## config.mk

```make
export PLATFORM = sky130hd
export DESIGN_NAME = keypad_scanner
export DESIGN_NICKNAME = d
export VERILOG_FILES = /design/src/rtl/keypad_scanner.sv
export SDC_FILE = /design/constraint.sdc
export NUM_CORES = 1
export LEC_CHECK = 0
export ABC_CLOCK_PERIOD_IN_PS = 2000
export BUFFER_PORTS_ARGS = -buffer_cell sky130_fd_sc_hd__buf_2
export CAP_MARGIN = 20
export CORE_ASPECT_RATIO = 0.6
export CORE_UTILIZATION = 40
export CTS_CLUSTER_SIZE = 30
export DETAILED_ROUTE_END_ITERATION = 7
export PLACE_DENSITY = 0.7
export SLEW_MARGIN = 20
export SYNTH_ARGS = -nofsm -noshare
export SYNTH_HDL_FRONTEND = slang
export SYNTH_SLANG_ARGS = --single-unit
```

## constraint.sdc

```tcl
create_clock -name clk -period 2 [get_ports clk]
set_input_delay 0.2 -clock clk [delete_from_list [all_inputs] [get_ports clk]]
set_output_delay 0.2 -clock clk [all_outputs]
set_load 0.01 [all_outputs]
```

## src/rtl/keypad_scanner.sv

```systemverilog
// 4x4 matrix keypad scanner: walks active-low columns, debounces the first
// low row it finds, emits one key code per press and waits for a clean release.
`timescale 1ns/1ps

module keypad_scanner #(
    parameter int SCAN_DIV     = 1000,
    parameter int DEBOUNCE_CNT = 4
) (
    input  logic       clk,
    input  logic       rst,
    input  logic [3:0] row_n,
    output logic [3:0] col_n,
    output logic [7:0] button,
    output logic       key_held,
    output logic [1:0] state_dbg
);

    typedef enum logic [1:0] {
        SCAN     = 2'd0,
        DEBOUNCE = 2'd1,
        EMIT     = 2'd2,
        RELEASE  = 2'd3
    } state_t;

    localparam int PW = (SCAN_DIV > 2) ? $clog2(SCAN_DIV) : 1;
    localparam int SW = $clog2(DEBOUNCE_CNT + 1);
    localparam logic [PW-1:0] PER_LAST  = PW'(SCAN_DIV - 1);
    localparam logic [SW-1:0] STAB_LAST = SW'(DEBOUNCE_CNT - 1);

    state_t        state_q;
    logic [1:0]    col_q;
    logic [1:0]    row_q;
    logic [PW-1:0] per_cnt_q;
    logic [SW-1:0] stab_cnt_q;
    logic [7:0]    button_q;
    logic          key_held_q;
    logic [3:0]    row_s1_q;
    logic [3:0]    row_s2_q;

    logic          sample_pt;
    logic          any_low;
    logic          row_low;
    logic [1:0]    low_idx;
    logic [7:0]    code;

    // Row lines are asynchronous to clk; nothing below looks at row_n directly.
    always_ff @(posedge clk or posedge rst) begin
        if (rst) begin
            row_s1_q <= 4'hF;
            row_s2_q <= 4'hF;
        end else begin
            row_s1_q <= row_n;
            row_s2_q <= row_s1_q;
        end
    end

    assign sample_pt = (per_cnt_q == PER_LAST);
    assign any_low   = ~&row_s2_q;
    assign row_low   = ~row_s2_q[row_q];
    assign code      = {2'b00, col_q, 4'd4 + {2'b00, row_q}};

    always_comb begin
        low_idx = 2'd3;
        if (!row_s2_q[0])      low_idx = 2'd0;
        else if (!row_s2_q[1]) low_idx = 2'd1;
        else if (!row_s2_q[2]) low_idx = 2'd2;
    end

    always_ff @(posedge clk or posedge rst) begin
        if (rst) begin
            state_q    <= SCAN;
            col_q      <= 2'd0;
            row_q      <= 2'd0;
            per_cnt_q  <= '0;
            stab_cnt_q <= '0;
            button_q   <= 8'h00;
            key_held_q <= 1'b0;
        end else begin
            button_q  <= 8'h00;
            per_cnt_q <= sample_pt ? '0 : per_cnt_q + 1'b1;
            case (state_q)
                SCAN: begin
                    if (sample_pt) begin
                        if (any_low) begin
                            row_q      <= low_idx;
                            stab_cnt_q <= '0;
                            per_cnt_q  <= '0;
                            state_q    <= DEBOUNCE;
                        end else begin
                            col_q <= col_q + 2'd1;
                        end
                    end
                end
                DEBOUNCE: begin
                    if (sample_pt) begin
                        if (row_low) begin
                            if (stab_cnt_q == STAB_LAST) begin
                                // Output registers load here so they are live during EMIT.
                                button_q   <= code;
                                key_held_q <= 1'b1;
                                per_cnt_q  <= '0;
                                state_q    <= EMIT;
                            end else begin
                                stab_cnt_q <= stab_cnt_q + 1'b1;
                            end
                        end else begin
                            col_q     <= col_q + 2'd1;
                            per_cnt_q <= '0;
                            state_q   <= SCAN;
                        end
                    end
                end
                EMIT: begin
                    stab_cnt_q <= '0;
                    per_cnt_q  <= '0;
                    state_q    <= RELEASE;
                end
                RELEASE: begin
                    if (sample_pt) begin
                        if (!row_low) begin
                            if (stab_cnt_q == STAB_LAST) begin
                                col_q      <= col_q + 2'd1;
                                key_held_q <= 1'b0;
                                per_cnt_q  <= '0;
                                state_q    <= SCAN;
                            end else begin
                                stab_cnt_q <= stab_cnt_q + 1'b1;
                            end
                        end else begin
                            stab_cnt_q <= '0;
                        end
                    end
                end
                default: state_q <= SCAN;
            endcase
        end
    end

    assign col_n     = ~(4'b0001 << col_q);
    assign button    = button_q;
    assign key_held  = key_held_q;
    assign state_dbg = state_q;

endmodule

```

==> metrics.txt <==
Post-Syn Area=0.00162 mm²; count of cell types in the netlist=38; crit-path cells=ha_2, and4bb_2, and4_4, o21ai_4, a211o_1, mux2_4; fin nets=203; adder-cell share of the synthesized area=8.47%; worst skew pair latency=0.29 ns; XOR/XNOR Fraction of Synth Area=4.85%; Placer Congestion=0.888; combinational family with the most area after synthesis=simple AND/OR/NAND/NOR gates; Peak supply drop=roughly 0.44 mV; Vias=1189; Final Hold Viols=3; routing usage on met2=between 20% and 30%; global-route met3 utilization=6.46%; final critical path time including I/O delays and setup=2.00 ns; Iter 0 DRT Violations=84; post-route insts no fill=234; critical path fanouts, max=4; status=finished with violations; R2R cell count=6; critical path depth=6; setup violators final=0; Max-Cap Viols=0; largest net degree at the start of global routing=34; critical path startpoint category=flop; chip height=51.4 µm; Top Usage Layer GRT=met2; PD cells=628 mW/mm²; post-route cell area=0.00197 mm²; syn avg cell area=around 11 µm²; Critical Path Slowest Stage Cell=dfrtp_1; CP Capture Type=flop; data arrival time of the critical path=2.17 ns; M1 GR Usage=between 10% and 20%; Fillers=344; Post-Synth Simple-Gate Area=16.2%; register area=836 µm²; max-slew violations=0; Starting Density=42.9%; gr usage total=around 16%; Antenna Cells=0; CTS root buffer=clkbuf_8; CTS tree=done; failing checks=design-rule violations, negative hold slack; mean number of vias per cell=5.08; R2R Setup Slk=0.003 ns; grt ovf=0; first drt pass iteration count=6; Worst Hold Class=input port to asynchronous set/reset pin; total power=1.24 mW; I/O pin total=21; final hold slack=-0.00324 ns; Slew headroom=52.5%; WS Path Type=flop to flop; synthesis-to-finish area growth=21.2%; share of cells above drive strength 1=26.2%; mux cell area share after synthesis=4.08%; ANT nets after route=0; LEAKAGE=roughly 0.95 nW; critical path required time=2.17 ns; Worst Tran Pin Value=0.708 ns; fin crit share=99.9%; dpl hpwl=2230 µm; initial antenna violation count=0; Cells after Synth=153; RSZ-0062 raised after global routing=yes; vias in the first global route=1098; multi-input combinational cell area=742 µm²; clk_skew=around 0.0064 ns; YS warnings=0; DIE AREA=0.00433 mm²; # DRC=6; post-synthesis register bit count=33; worst path bufs/invs=0; Core Area=about 0.0038 mm²; CP delay by family, top=simple AND/OR/NAND/NOR gates; final wirelength=3120 µm; Clock Sinks=33; reg2reg start=per_cnt_q[0]; Longest Clk Path Bufs=2; number of port buffers=17; first-pass GRT wire length=5010 µm; Crit path largest cell delay=0.39 ns; Critical R2R Capture=col_q[1]; Inserted Clock Buffers=5; Clock transition at path regs=~0.07 ns; fmax=~500 MHz; post-DR wirelength/cell=13.3 µm; num rows=17; Die Wd=84.3 µm; sequential-to-total area share from yosys stat=about 50%; area post-placement=0.00179 mm²; Inst Count DP=219; Synth Area in Compound Gates=9.55%; H-tree lvl count=2
kinds of logic (layout without fill, tap and decap cells):
logic type	count (synthesis)	count (layout)
fa+ha+maj	11	11
buf+inv	19	51
flops	33	33
xor+xnor	9	9
mux	6	6
other cells	1	3
simple gates	51	51
compound gates	23	23
power by group:
group / total [mW] / switching (mW) / internal (mW)
Sequential: 0.687 / 0.00420 / 0.682
Combinational: 0.0375 / 0.0240 / 0.0135
Clock: 0.512 / 0.232 / 0.280
Total: 1.24 / 0.260 / 0.976
layout make-up:
cell class                 count  area share (%)
tap                           47            2.99
multi-input combinational    103            37.7
inverter                      13            2.48
sequential                    33            42.5
clock buffer                   8            4.58
timing repair buffer          30            9.79
flip-flops by register name, indices dropped and copies added, names as in the netlist, named ones only:
| signal | flops |
|---|---|
| button | 5 |
| state_dbg | 1 |
| per_cnt_q | 10 |
| row_s2_q | 4 |
| row_s1_q | 4 |
| stab_cnt_q | 3 |
| row_q | 2 |
| col_q | 2 |
| key_held | 1 |
through the flow:
step	setup TNS [ns]	hold slack [ns]	setup WS [ns]	utilization [%]
2_1_floorplan	0	0.204	0.0945	-
3_3_place_gp	0	0.301	0.0506	47.2
6_report	0	-0.00324	0.00283	52.0
5_1_grt	-0.0754	0.0460	-0.0495	52.0
3_5_place_dp	-0.143	0.307	-0.0364	47.2
4_1_cts	0	0.00417	0.0315	49.7
tightest hold or removal path: stages:
cell,delay (ns)
buf_2,0.10
inv_1,0.04
buf_4,0.37
timing repair:
| action | in CTS | in global routing |
|---|---|---|
| setup endpoints to repair | 9 | 4 |
| pin swaps | 1 | 2 |
| hold buffers | 0 | 4 |
| buffers inserted | 0 | 3 |
| hold endpoints to repair | 0 | 4 |
| cloned | 0 | 0 |
| resized for setup | 1 | 5 |
cells in the final DEF, fill, tap and decap left out, types with 2 or more instances in the layout:
master         synthesis  final
dlygate4sd3_1          0      4
xnor2_1                5      5
o21ai_0                9      9
a21oi_1                2      2
ha_1                  11     10
inv_1                 13     13
and3_1                 3      3
nand3_1                6      6
dfrtp_1               25     25
conb_1                 1      3
xor2_1                 4      4
dfstp_2                8      8
o21a_1                 2      2
clkbuf_1               2      2
buf_4                  3      9
clkbuf_8               0      6
mux2i_1                4      4
nor2_1                15     15
nor2b_1                4      4
nor3_1                 5      5
nand2_1                9      9
buf_2                  1     17
nor4_1                 3      3
worst max path at each step:
stage	end	from	slack, ns
6_report	col_q[1]	per_cnt_q[0]	0.003
5_1_grt	col_q[1]	per_cnt_q[0]	-0.05
4_1_cts	col_q[1]	per_cnt_q[0]	0.03
3_5_place_dp	per_cnt_q[7]	state_dbg[0]	-0.04
3_3_place_gp	col_q[1]	per_cnt_q[0]	0.05
2_1_floorplan	stab_cnt_q[0]	per_cnt_q[0]	0.09
cells in the mapped netlist:
cell	number	area share, %
and2_1	1	0.39
and4_4	1	0.69
clkbuf_1	2	0.46
buf_4	3	1.4
ha_1	11	8.5
mux2_2	1	0.69
nand2b_1	1	0.39
o21ai_0	9	2.8
buf_2	1	0.31
nand3_1	6	1.8
a221o_1	1	0.62
o21a_1	2	0.92
and3_1	3	1.2
nand4_2	1	0.77
nor3_1	5	1.5
conb_1	1	0.23
a21oi_1	2	0.62
a211o_1	1	0.54
nand4_1	1	0.39
o211ai_1	1	0.46
xnor2_1	5	2.7
a221oi_2	1	0.92
nor2_1	15	3.5
a31oi_1	1	0.39
dfstp_2	8	13
mux2_4	1	0.92
mux2i_1	4	2.5
o41ai_1	1	0.54
o31ai_1	2	0.92
dfrtp_1	25	39
and4bb_1	1	0.77
o21ai_1	1	0.31
xor2_1	4	2.2
nor2b_1	4	1.5
nand2_1	9	2.1
nor4_1	3	1.2
inv_1	13	3.0
a22o_1	1	0.54
per-layer routing:
metal  wire length [µm]  vias to the layer above
met4                 65                        0
met3                241                        8
met1               1470                      556
met2               1340                       46
li1                   -                      579
met5                  0                        -
No activity file was read; power rests on OpenSTA's default activity.
